$ cat config.mk
export PLATFORM = sky130hd
export DESIGN_NAME = state_arbiter
export DESIGN_NICKNAME = d
export VERILOG_FILES = /design/src/rtl/state_arbiter_pkg.sv /design/src/rtl/state_arbiter_rr_arbiter.sv /design/src/rtl/state_arbiter.sv
export SDC_FILE = /design/constraint.sdc
export NUM_CORES = 1
export LEC_CHECK = 0
export ABC_AREA = 1
export ABC_CLOCK_PERIOD_IN_PS = 5500
export BUFFER_PORTS_ARGS = -buffer_cell sky130_fd_sc_hd__buf_2
export CAP_MARGIN = 20
export CORE_MARGIN = 2
export CORE_UTILIZATION = 52
export DETAILED_ROUTE_END_ITERATION = 7
export PLACE_DENSITY = 0.87
export RECOVER_POWER = 100
export SYNTH_ARGS = -nofsm -noshare
export SYNTH_HDL_FRONTEND = slang
export SYNTH_SLANG_ARGS = --single-unit
$ cat constraint.sdc
create_clock -name clk -period 5.5 [get_ports clk]
set_input_delay 1.1 -clock clk [delete_from_list [all_inputs] [get_ports clk]]
set_output_delay 1.1 -clock clk [all_outputs]
set_load 0.02 [all_outputs]
$ cat src/rtl/state_arbiter_pkg.sv
// Shared types and helpers for the state arbiter and related round-robin gears.
package state_arbiter_pkg;

    localparam int DEFAULT_NW = 4;

    typedef logic [$clog2(DEFAULT_NW)-1:0] idx_t;

    // Round-robin successor: the slot after ptr, wrapping back to 0 past nw-1.
    function automatic int rr_next(input int ptr, input int nw);
        return (ptr + 1 >= nw) ? 0 : ptr + 1;
    endfunction

endpackage

$ cat src/rtl/state_arbiter_rr_arbiter.sv
// Combinational round-robin arbiter: picks the first requester at or after ptr.
module rr_arbiter #(
    parameter int NW = 4,
    parameter int IW = $clog2(NW)
) (
    input  logic [NW-1:0] req,
    input  logic [IW-1:0] ptr,
    input  logic          en,
    output logic [NW-1:0] gnt,
    output logic [IW-1:0] gnt_idx,
    output logic          gnt_any
);

    logic [IW-1:0] cand;

    // Walk the ring starting at ptr; the first live request wins and masks the rest.
    always_comb begin
        gnt     = '0;
        gnt_idx = '0;
        gnt_any = 1'b0;
        cand    = '0;
        for (int k = 0; k < NW; k++) begin
            cand = IW'((int'(ptr) + k) % NW);
            if (en && !gnt_any && req[cand]) begin
                gnt_any   = 1'b1;
                gnt[cand] = 1'b1;
                gnt_idx   = cand;
            end
        end
    end

endmodule

$ cat src/rtl/state_arbiter.sv
// Shared state register with round-robin writers and a stall-safe read port.
// Define STATE_ARBITER_FWD_EN to forward the granted write data straight to dout_data.
module state_arbiter
    import state_arbiter_pkg::*;
#(
    parameter int          NW   = 4,
    parameter int          W    = 16,
    parameter logic [W-1:0] INIT = '0,
    parameter int          CW   = 8
) (
    input  logic                   clk,
    input  logic                   rst,
    input  logic [NW*W-1:0]        wr_data,
    input  logic [NW-1:0]          wr_valid,
    output logic [NW-1:0]          wr_ready,
    input  logic                   rd_valid,
    output logic                   rd_ready,
    output logic [W-1:0]           dout_data,
    output logic                   dout_valid,
    input  logic                   dout_ready,
    output logic [$clog2(NW)-1:0]  grant_idx,
    output logic [CW-1:0]          upd_cnt
);

    localparam int IW = $clog2(NW);

    logic [W-1:0]  state_reg;
    logic [W-1:0]  sel_data;
    logic [IW-1:0] rr_ptr;
    logic [IW-1:0] gnt_idx;
    logic          gnt_any;
    logic          stall;
    logic          arb_en;

    // Writes are frozen while a read response is waiting, so dout_data cannot move under it.
    assign stall      = rd_valid && !dout_ready;
    assign arb_en     = !stall && !rst;
    assign rd_ready   = dout_ready;
    assign dout_valid = rd_valid;

    rr_arbiter #(
        .NW (NW),
        .IW (IW)
    ) u_arb (
        .req     (wr_valid),
        .ptr     (rr_ptr),
        .en      (arb_en),
        .gnt     (wr_ready),
        .gnt_idx (gnt_idx),
        .gnt_any (gnt_any)
    );

    assign sel_data = wr_data[int'(gnt_idx)*W +: W];

    always_ff @(posedge clk) begin
        if (rst) begin
            state_reg <= INIT;
            rr_ptr    <= '0;
            upd_cnt   <= '0;
            grant_idx <= '0;
        end else if (gnt_any) begin
            state_reg <= sel_data;
            rr_ptr    <= IW'(rr_next(int'(gnt_idx), NW));
            upd_cnt   <= upd_cnt + CW'(1);
            grant_idx <= gnt_idx;
        end
    end

    always_comb begin
        dout_data = state_reg;
`ifdef STATE_ARBITER_FWD_EN
        if (gnt_any) begin
            dout_data = sel_data;
        end
`endif
    end

endmodule

==> results of run 1 <==
==> placed cells by master, fill, tap and decap left out, types with 2 or more instances in the layout <==
cell type  instances
a21oi_1           14
buf_2             71
clkbuf_1          33
clkbuf_8           4
dfxtp_1           28
ha_1               5
inv_1             84
nand2_1          116
nand2_2            6
nand3_1           76
nand3_2            6
nand4_1            3
nor2_1             9
nor3_1             2
o21ai_0           22
o22ai_1            4
==> registers in the layout (all words and copies together) (netlist names) <==
signal	flops
grant_idx	2
dout_data	16
rr_ptr	2
upd_cnt	8
==> metal layers <==
| metal | vias to the layer above | GRT usage (%) | part of all wire [%] | wire length [um] |
|---|---|---|---|---|
| met4 | 0 | 2.10 | 0.24 | 15 |
| met1 | 1222 | 31.1 | 45 | 2780 |
| met5 | - | 0 | 0 | 0 |
| li1 | 1422 | - | - | - |
| met3 | 2 | 4.99 | 7.2 | 444 |
| met2 | 102 | 43.5 | 48 | 2940 |
==> worst reg2reg max path: cells and delay by family, from the launching register on <==
family | cells | cell delay (ps)
simple gates | 10 | 1680
buf+inv | 4 | 1180
fa+ha+maj | 1 | 430
flops | 1 | 500
==> stage by stage <==
step	setup slack [ps]	power, mW	instance area [um2]
after CTS	1930	1.43	2830
after global placement	1980	1.28	2770
after detailed placement	1850	1.30	2770
final	1600	1.40	2760
after global routing	1230	1.54	2760
after floorplan	2110	1.14	2340
==> logic make-up (layout without fill, tap and decap cells) <==
group	Yosys count	after routing	synth area share, %
buffers and inverters	106	193	20.1
AOI/OAI and AO/OA	44	44	9.98
and+or+nand+nor	219	219	43.4
DFF	28	28	23.9
adders and majority gates	5	5	2.67
==> power groups by stage <==
| stage | combinational, mW | clock [mW] | sequential (mW) |
|---|---|---|---|
| 5_1_grt | 1.07 | 0.133 | 0.336 |
| 4_1_cts | 0.973 | 0.127 | 0.326 |
| 2_1_floorplan | 0.738 | 0 | 0.399 |
| 6_report | 0.943 | 0.124 | 0.329 |
| 3_5_place_dp | 0.969 | 0 | 0.329 |
| 3_3_place_gp | 0.949 | 0 | 0.331 |
==> final timing paths <==
| kind | slack (ps) | startpoint | end | depth (start not counted) |
|---|---|---|---|---|
| hold reg to reg | 480 | grant_idx[1]$_SDFFE_PP0P_ | grant_idx[1]$_SDFFE_PP0P_ | 2 |
| setup / recovery | 1600 | rr_ptr[0]$_SDFFE_PP0P_ | upd_cnt[6]$_SDFFE_PP0P_ | 15 |
| hold / removal | 480 | grant_idx[1]$_SDFFE_PP0P_ | grant_idx[1]$_SDFFE_PP0P_ | 2 |
| setup reg to reg | 1600 | rr_ptr[0]$_SDFFE_PP0P_ | upd_cnt[6]$_SDFFE_PP0P_ | 15 |
==> layout make-up <==
| class | instances | share of cell area, % |
|---|---|---|
| Clock buffer | 4 | 1.99 |
| Inverter | 85 | 11.5 |
| Multi-Input combinational cell | 268 | 46.5 |
| Sequential cell | 28 | 20.3 |
| Tap cell | 52 | 2.36 |
| Timing Repair Buffer | 104 | 17.3 |
==> results.cfg, run 1 <==
[synthesis]
syn_area_um2 = 2340
synth.ff_latch_count = 28
avgSynthCellArea_um2 = 5.83
synth_commonest_cells = 114 x nand2_1, 83 x inv_1, 72 x nand3_1
netlist_top_cells_area = dfxtp_1 24%, nand2_1 18%, nand3_1 15%
syn_nets = 479
yosysMostFrequentCell = nand2_1
async_reset_ff_share_pct = 0
synth_cells = 402
yosys.area.top_type = dfxtp_1
synth_cell_types = 26
synthFlopType = dfxtp_1
synth_edf_count = 0
ys_seq_area_share_pct = 23.9
yosysWarnings = 0
synth_top_area_share_pct = 23.9

[place]
dpl.cell_count = 536
place_congestion = 0.883
hpwl_um = 4550
port_buffers = 103

[critical_path]
cp-end-kind = register
crit_slowest_cell = clkbuf_1
startpoint_type = register
critPathKind = reg -> reg
path_cells = inv_1, ha_1, inv_1, nand3_1, nand2_1, nand4_1, inv_1, nand2_1, nand2_1, clkbuf_1, nand3_1, nor2_1, nand3_1, nand2_1, nor2_1
path_buf_inv = 4
cp_common_cell = nand2_1
max_stage_delay_ps = 740
crit_family = simple AND/OR/NAND/NOR gates
required_ps = 5670
cp_max_fo = 25
critPathArrivalTime_ps = 4070

[grt]
grt_pass1_wl_um = 10300
grt_antenna_before_repair = 0
grt_max_degree = 42
grt_pass1_vias = 2371
overflow = 0
track_usage_pct = 24.3

[route]
dr_total_vias = 2748
wire_per_inst_um = 11.4
drtPass1Iterations = 4
wirelength_um = 6180
ant_nets = 0
vias_per_cell = 5.08
first_iter_violations = 197
drc = 0

[layout]
multi_input_area_um2 = 1280
diodes = 0
drive_gt1_share_pct = 18.4
nets = 567
fin_util_pct = 63.4
areaGrowthSynthToFinish_pct = 17.8
fillers = 450
seqCellArea_um2 = 561
layoutNonFillerInstCount = 541

[sta]
period_share_pct = 70.8
drv_slew = 0
skew_ps = 2.06
setup_violations = 0
rsz0062_at_grt = no
slew_headroom_pct = 27.4
finalHoldViolCount = 0
fin_setup_tns_ps = 0
tightestPinTransition_ps = 1090
whs_ps = 479
period_needed_ps = 3900
clock.fmax_mhz = 257

[power]
leakagePower_nw = 1.66
pwr-share-seq_pct = 23.6
vdd_ir_drop_max_mv = 0.229
p_per_area_nw_per_um2 = 506
switching_power_mw = 0.772
p_sw_share_pct = 55.3
internal_power_mw = 0.625
power_frac_clock_pct = 8.9
p_comb_share_pct = 67.5

[die]
fp-row-count = 24
initial_utilization_pct = 53.9
ios = 104
die-area_um2 = 5060
fp.dieH_um = 71.2
coreArea_um2 = 4350
chipWidth_um = 71.2

[cts]
numCtsBuffers = 3
postCtsHoldBufs = 0
clk_latency_ps = 270
h-tree-depth = 1
cts_buffer_depth = 2
path_clk_slew_ps = 90
cts_tree = done
cts_root_buf = clkbuf_8
post_cts_buffers = 0
cts_sinks = 28
cts_resized = 0

[status]
outcome = complete, no violations

[run]
max-cap-violations = 0

[min_path]
hold_path_class = reg -> reg
(Power assumes the default switching activity.)
==> inputs of run 2 (changes only) <==
--- a/config.mk
+++ b/config.mk
@@ -6,13 +6,13 @@
 export NUM_CORES = 1
 export LEC_CHECK = 0
 export ABC_AREA = 1
-export ABC_CLOCK_PERIOD_IN_PS = 5500
+export ABC_CLOCK_PERIOD_IN_PS = 3750
 export BUFFER_PORTS_ARGS = -buffer_cell sky130_fd_sc_hd__buf_2
 export CAP_MARGIN = 20
 export CORE_MARGIN = 2
-export CORE_UTILIZATION = 52
+export CORE_UTILIZATION = 48
 export DETAILED_ROUTE_END_ITERATION = 7
-export PLACE_DENSITY = 0.87
+export PLACE_DENSITY = 0.81
 export RECOVER_POWER = 100
 export SYNTH_ARGS = -nofsm -noshare
 export SYNTH_HDL_FRONTEND = slang
==> constraint.sdc (replaced) <==
create_clock -name clk -period 3.75 [get_ports clk]
set_input_delay 0.75 -clock clk [delete_from_list [all_inputs] [get_ports clk]]
set_output_delay 0.75 -clock clk [all_outputs]
set_load 0.02 [all_outputs]
==> run 2 against run 1 <==
  * Die area up 7.9%
  * Sequential share of layout area down 0.44 points
  * Largest power group unchanged
  * Clock power up 93%
  * Critical path depth down 5
  * Clock skew up 2.2 ps
  * Critical path type is now reg -> out
==> results.cfg, run 2 (synthesized netlist as in run 1, its figures left out) <==
[power]
vdd_ir_drop_max_mv = 0.335
p_per_area_nw_per_um2 = 741
leakagePower_nw = 1.68

[grt]
grt_antenna_before_repair = 0
track_usage_pct = 22.1
grt_pass1_vias = 2284
overflow = 0
grt_pass1_wl_um = 9740
grt_max_degree = 36

[layout]
final_cell_mix = 115 x nand2_1, 84 x inv_1, 73 x nand3_1
areaGrowthSynthToFinish_pct = 20.4
drive_gt1_share_pct = 19.4
final_common_cell = nand2_1
fin_util_pct = 59.8
nets = 567
diodes = 0
design_area_um2 = 2820
largest_reg_flops = 16

[sta]
clock.fmax_mhz = 301
slew_headroom_pct = 57.1
skew_ps = 4.28
setup_violations = 0
tightestPinTransition_ps = 641
fin_setup_tns_ps = 0
rsz0062_at_grt = no
finalHoldViolCount = 0
period_needed_ps = 3330
drv_slew = 0
period_share_pct = 88.7

[critical_path]
path_cells = inv_1, ha_1, inv_1, nand3_1, nand2_1, nand4_1, inv_1, nand2_1, o21ai_0, clkbuf_1
cp-end-kind = output pin
rrSetupSlack_ps = 600
critPathKind = reg -> out
critPathArrivalTime_ps = 2580
cp_common_cell = inv_1
max_stage_delay_ps = 490
cp_max_fo = 9
required_ps = 3000
crit_slowest_cell = dfxtp_1
startpoint_type = register

[die]
initial_utilization_pct = 49.6
chipWidth_um = 73.9
die-area_um2 = 5460
fp.dieH_um = 73.9
fp-row-count = 25
ios = 104
coreArea_um2 = 4720

[cts]
cts_buffer_depth = 2
path_clk_slew_ps = 90
cts_resized = 0
post_cts_buffers = 0
cts_sinks = 28
h-tree-depth = 1
cts_tree = done
postCtsHoldBufs = 0
clk_latency_ps = 280
numCtsBuffers = 3
cts_root_buf = clkbuf_8

[place]
port_buffers = 103
hpwl_um = 4500
place_congestion = 0.923
dpl_cell_area_um2 = 2800

[min_path]
hold_path_class = reg -> reg

[route]
drc = 0
dr_total_vias = 2712
wirelength_um = 6170
vias_per_cell = 4.88
first_iter_violations = 177
ant_nets = 0
drtPass1Iterations = 4
wire_per_inst_um = 11.1

[status]
outcome = complete, no violations

[run]
max-cap-violations = 0
## run 2: cell types whose count changed in the layout (fill, tap and decap cells not counted)
cell       change
nand2_4        +1
nand2_1        -1
nand3_2        +3
o21ai_1        -1
clkbuf_8       -1
o21ai_0        +1
buf_4          +1
nand3_1        -3
clkbuf_1       -1
bufinv_16      +1
## run 2: where the power goes
part	internal [mW]	switching, mW	total, mW
Sequential	0.402	0.0755	0.478
Clock	0.143	0.0961	0.239
Combinational	0.428	0.947	1.37
## run 2: per-layer routing
| layer | wire [um] | vias up | track usage, % |
|---|---|---|---|
| met5 | 0 | - | 0 |
| met4 | 87 | 0 | 6.26 |
| met3 | 382 | 10 | 3.70 |
| met2 | 2990 | 98 | 38.1 |
| met1 | 2710 | 1182 | 28.3 |
| li1 | - | 1422 | - |
## run 2: final cells by class
type                       instances  area [um2]
clock buffer                       3        41.3
clock inverter                     1        30.0
timing repair buffer             104         483
sequential                        28         561
fill                             478        1900
tap                               67        83.8
multi-input combinational        268        1310
inverter                          85         319
## run 2: worst paths after layout
| kind | start | endpoint | depth (start not counted) |
|---|---|---|---|
| worst max-delay path | rr_ptr[0]$_SDFFE_PP0P_ | wr_ready[2] | 10 |
| worst min-delay path | grant_idx[1]$_SDFFE_PP0P_ | grant_idx[1]$_SDFFE_PP0P_ | 2 |
| worst max register to register | rr_ptr[0]$_SDFFE_PP0P_ | dout_data[1]$_SDFFE_PP0P_ | 14 |
| worst min register to register | grant_idx[1]$_SDFFE_PP0P_ | grant_idx[1]$_SDFFE_PP0P_ | 2 |
## run 2: per-stage QoR
step	worst slack (ps)	hold WS, ps	total power, mW	instances
final	422	482	2.09	556
after global placement	746	459	1.86	552
after floorplan	1050	536	1.67	402
after detailed placement	750	461	1.88	552
after CTS	619	474	2.12	556
after global routing	186	489	2.31	556
## run 2: worst max-delay path: cells and delay by family (launching register included)
family	cells	cell delay [ps]
AND/OR/NAND/NOR	4	520
buffers and inverters	4	680
flip-flops	1	490
AO/OA/AOI/OAI	1	190
adder cells (fa/ha/maj)	1	420
==> inputs of run 3 (changes only) <==
--- a/config.mk
+++ b/config.mk
@@ -12,6 +12,7 @@
 export CORE_MARGIN = 2
 export CORE_UTILIZATION = 48
 export DETAILED_ROUTE_END_ITERATION = 7
+export GPL_TIMING_DRIVEN = 0
 export PLACE_DENSITY = 0.81
 export RECOVER_POWER = 100
 export SYNTH_ARGS = -nofsm -noshare
==> run 3 against run 2 <==
  * Total power increased by 10%
  * Critical path depth unchanged
  * Sequential cell count unchanged
  * Die area unchanged
  * Highest routed layer unchanged
  * Combinational power rose by 15%
  * Sequential power is 0.8% higher
  * Clock power grew 4%
  * Largest cell class unchanged
==> results.cfg, run 3 (synthesized netlist as in run 1, its figures left out) <==
[cts]
cts_buffer_depth = 2
cts_root_buf = clkbuf_8
cts_tree = done
numCtsBuffers = 3
h-tree-depth = 1
cts_resized = 0
post_cts_buffers = 0
cts_sinks = 28
clk_latency_ps = 290
postCtsHoldBufs = 0
path_clk_slew_ps = 100

[sta]
period_share_pct = 87.1
tightestPinTransition_ps = 432
setup_violations = 0
clock.fmax_mhz = 306
finalHoldViolCount = 0
slew_headroom_pct = 71.2
drv_slew = 0
skew_ps = 14.4
period_needed_ps = 3270
fin_ws_ps = 483
fin_setup_tns_ps = 0
rsz0062_at_grt = no

[layout]
diodes = 0
nets = 586
final_common_cell = nand2_1
design_area_um2 = 2960
largest_reg_flops = 16
drive_gt1_share_pct = 21.7
final_cell_mix = 115 x nand2_1, 83 x inv_1, 78 x buf_2
areaGrowthSynthToFinish_pct = 26.2
fillers = 483

[min_path]
hold-path-cell-count = 2
worstHoldStart = grant_idx[0]$_SDFFE_PP0P_
hold_path_class = reg -> reg
hold_path_end = grant_idx[0]$_SDFFE_PP0P_

[grt]
grt_pass1_vias = 2563
overflow = 0
track_usage_pct = 25.2
grt_pass1_wl_um = 11000
grt_antenna_before_repair = 0
grt_max_degree = 17

[critical_path]
startpoint_type = register
path_cells = inv_2, ha_1, inv_1, nand3_1, nand2_1, nand4_1, inv_1, nand2_1, o21ai_0, clkbuf_1
critPathKind = reg -> out
cp-end-kind = output pin
cp_max_fo = 9
critPathArrivalTime_ps = 2520
rr_startpoint = rr_ptr[0]$_SDFFE_PP0P_
max_stage_delay_ps = 510
reg2regPathDepth = 14
r2r_end = dout_data[13]$_SDFFE_PP0P_
required_ps = 3000
rrSetupSlack_ps = 640
crit_slowest_cell = dfxtp_1

[status]
outcome = complete, no violations

[power]
vdd_ir_drop_max_mv = 0.350
p_total_mw = 2.30
p_per_area_nw_per_um2 = 778
leakagePower_nw = 1.75

[route]
first_iter_violations = 206
ant_nets = 0
wirelength_um = 6820
wire_per_inst_um = 11.9
drc = 0
drtPass1Iterations = 5
dr_total_vias = 2891
vias_per_cell = 5.03

[place]
post-place-ws_ps = 919
place_congestion = 0.917
hpwl_um = 5190
dpl_cell_area_um2 = 2940
port_buffers = 102

[run]
max-cap-violations = 0

[die]
ios = 104
coreArea_um2 = 4720
die-area_um2 = 5460
chipWidth_um = 73.9
fp.dieH_um = 73.9
initial_utilization_pct = 49.6
fp-row-count = 25
[run 3: worst max-delay path: cells and delay by family (launching register included)]
family,cells,cell delay (ps)
flops,1,510
buf+inv,4,600
fa+ha+maj,1,400
simple gates,4,520
compound gates,1,190
[run 3: where the power goes]
part / switching, mW / internal, mW / total [mW]
clock network: 0.106 / 0.143 / 0.249
logic: 1.04 / 0.535 / 1.57
registers: 0.0796 / 0.402 / 0.482
total: 1.22 / 1.08 / 2.30
[run 3: cell type report]
| class | instances | area [um2] | area share, % |
|---|---|---|---|
| Buffer | 21 | 143 | 4.82 |
| Clock buffer | 3 | 41.3 | 1.40 |
| Clock inverter | 1 | 30.0 | 1.01 |
| Inverter | 85 | 319 | 10.8 |
| Multi-Input combinational cell | 268 | 1310 | 44.3 |
| Sequential cell | 28 | 561 | 18.9 |
| Tap cell | 67 | 83.8 | 2.83 |
| Timing Repair Buffer | 102 | 470 | 15.9 |
[run 3: layer usage]
metal  vias to the layer above  wire length [um]  GRT usage, %
met2                       130              3320          43.9
li1                       1464                 -             -
met4                         0               116          7.68
met3                        15               478          2.47
met5                         -                 0             0
met1                      1282              2900          32.6
[run 3: worst max-delay path by stage]
stage	startpoint	slack [ps]	cells after the start	to
floorplan	rr_ptr[1]$_SDFFE_PP0P_	1050	9	wr_ready[0]
global placement	rr_ptr[0]$_SDFFE_PP0P_	940	10	wr_ready[1]
detailed placement	rr_ptr[0]$_SDFFE_PP0P_	920	10	wr_ready[0]
CTS	rr_ptr[0]$_SDFFE_PP0P_	610	10	wr_ready[0]
global route	rr_ptr[1]$_SDFFE_PP0P_	280	10	wr_ready[1]
finish	rr_ptr[0]$_SDFFE_PP0P_	480	10	wr_ready[0]
[run 3: per-stage QoR]
stage	util [%]	hold slack [ps]	cells
after floorplan	-	536	402
after global placement	62.2	448	571
after detailed placement	62.2	451	571
after CTS	63.7	465	575
after global routing	62.6	497	575
final	62.6	465	575
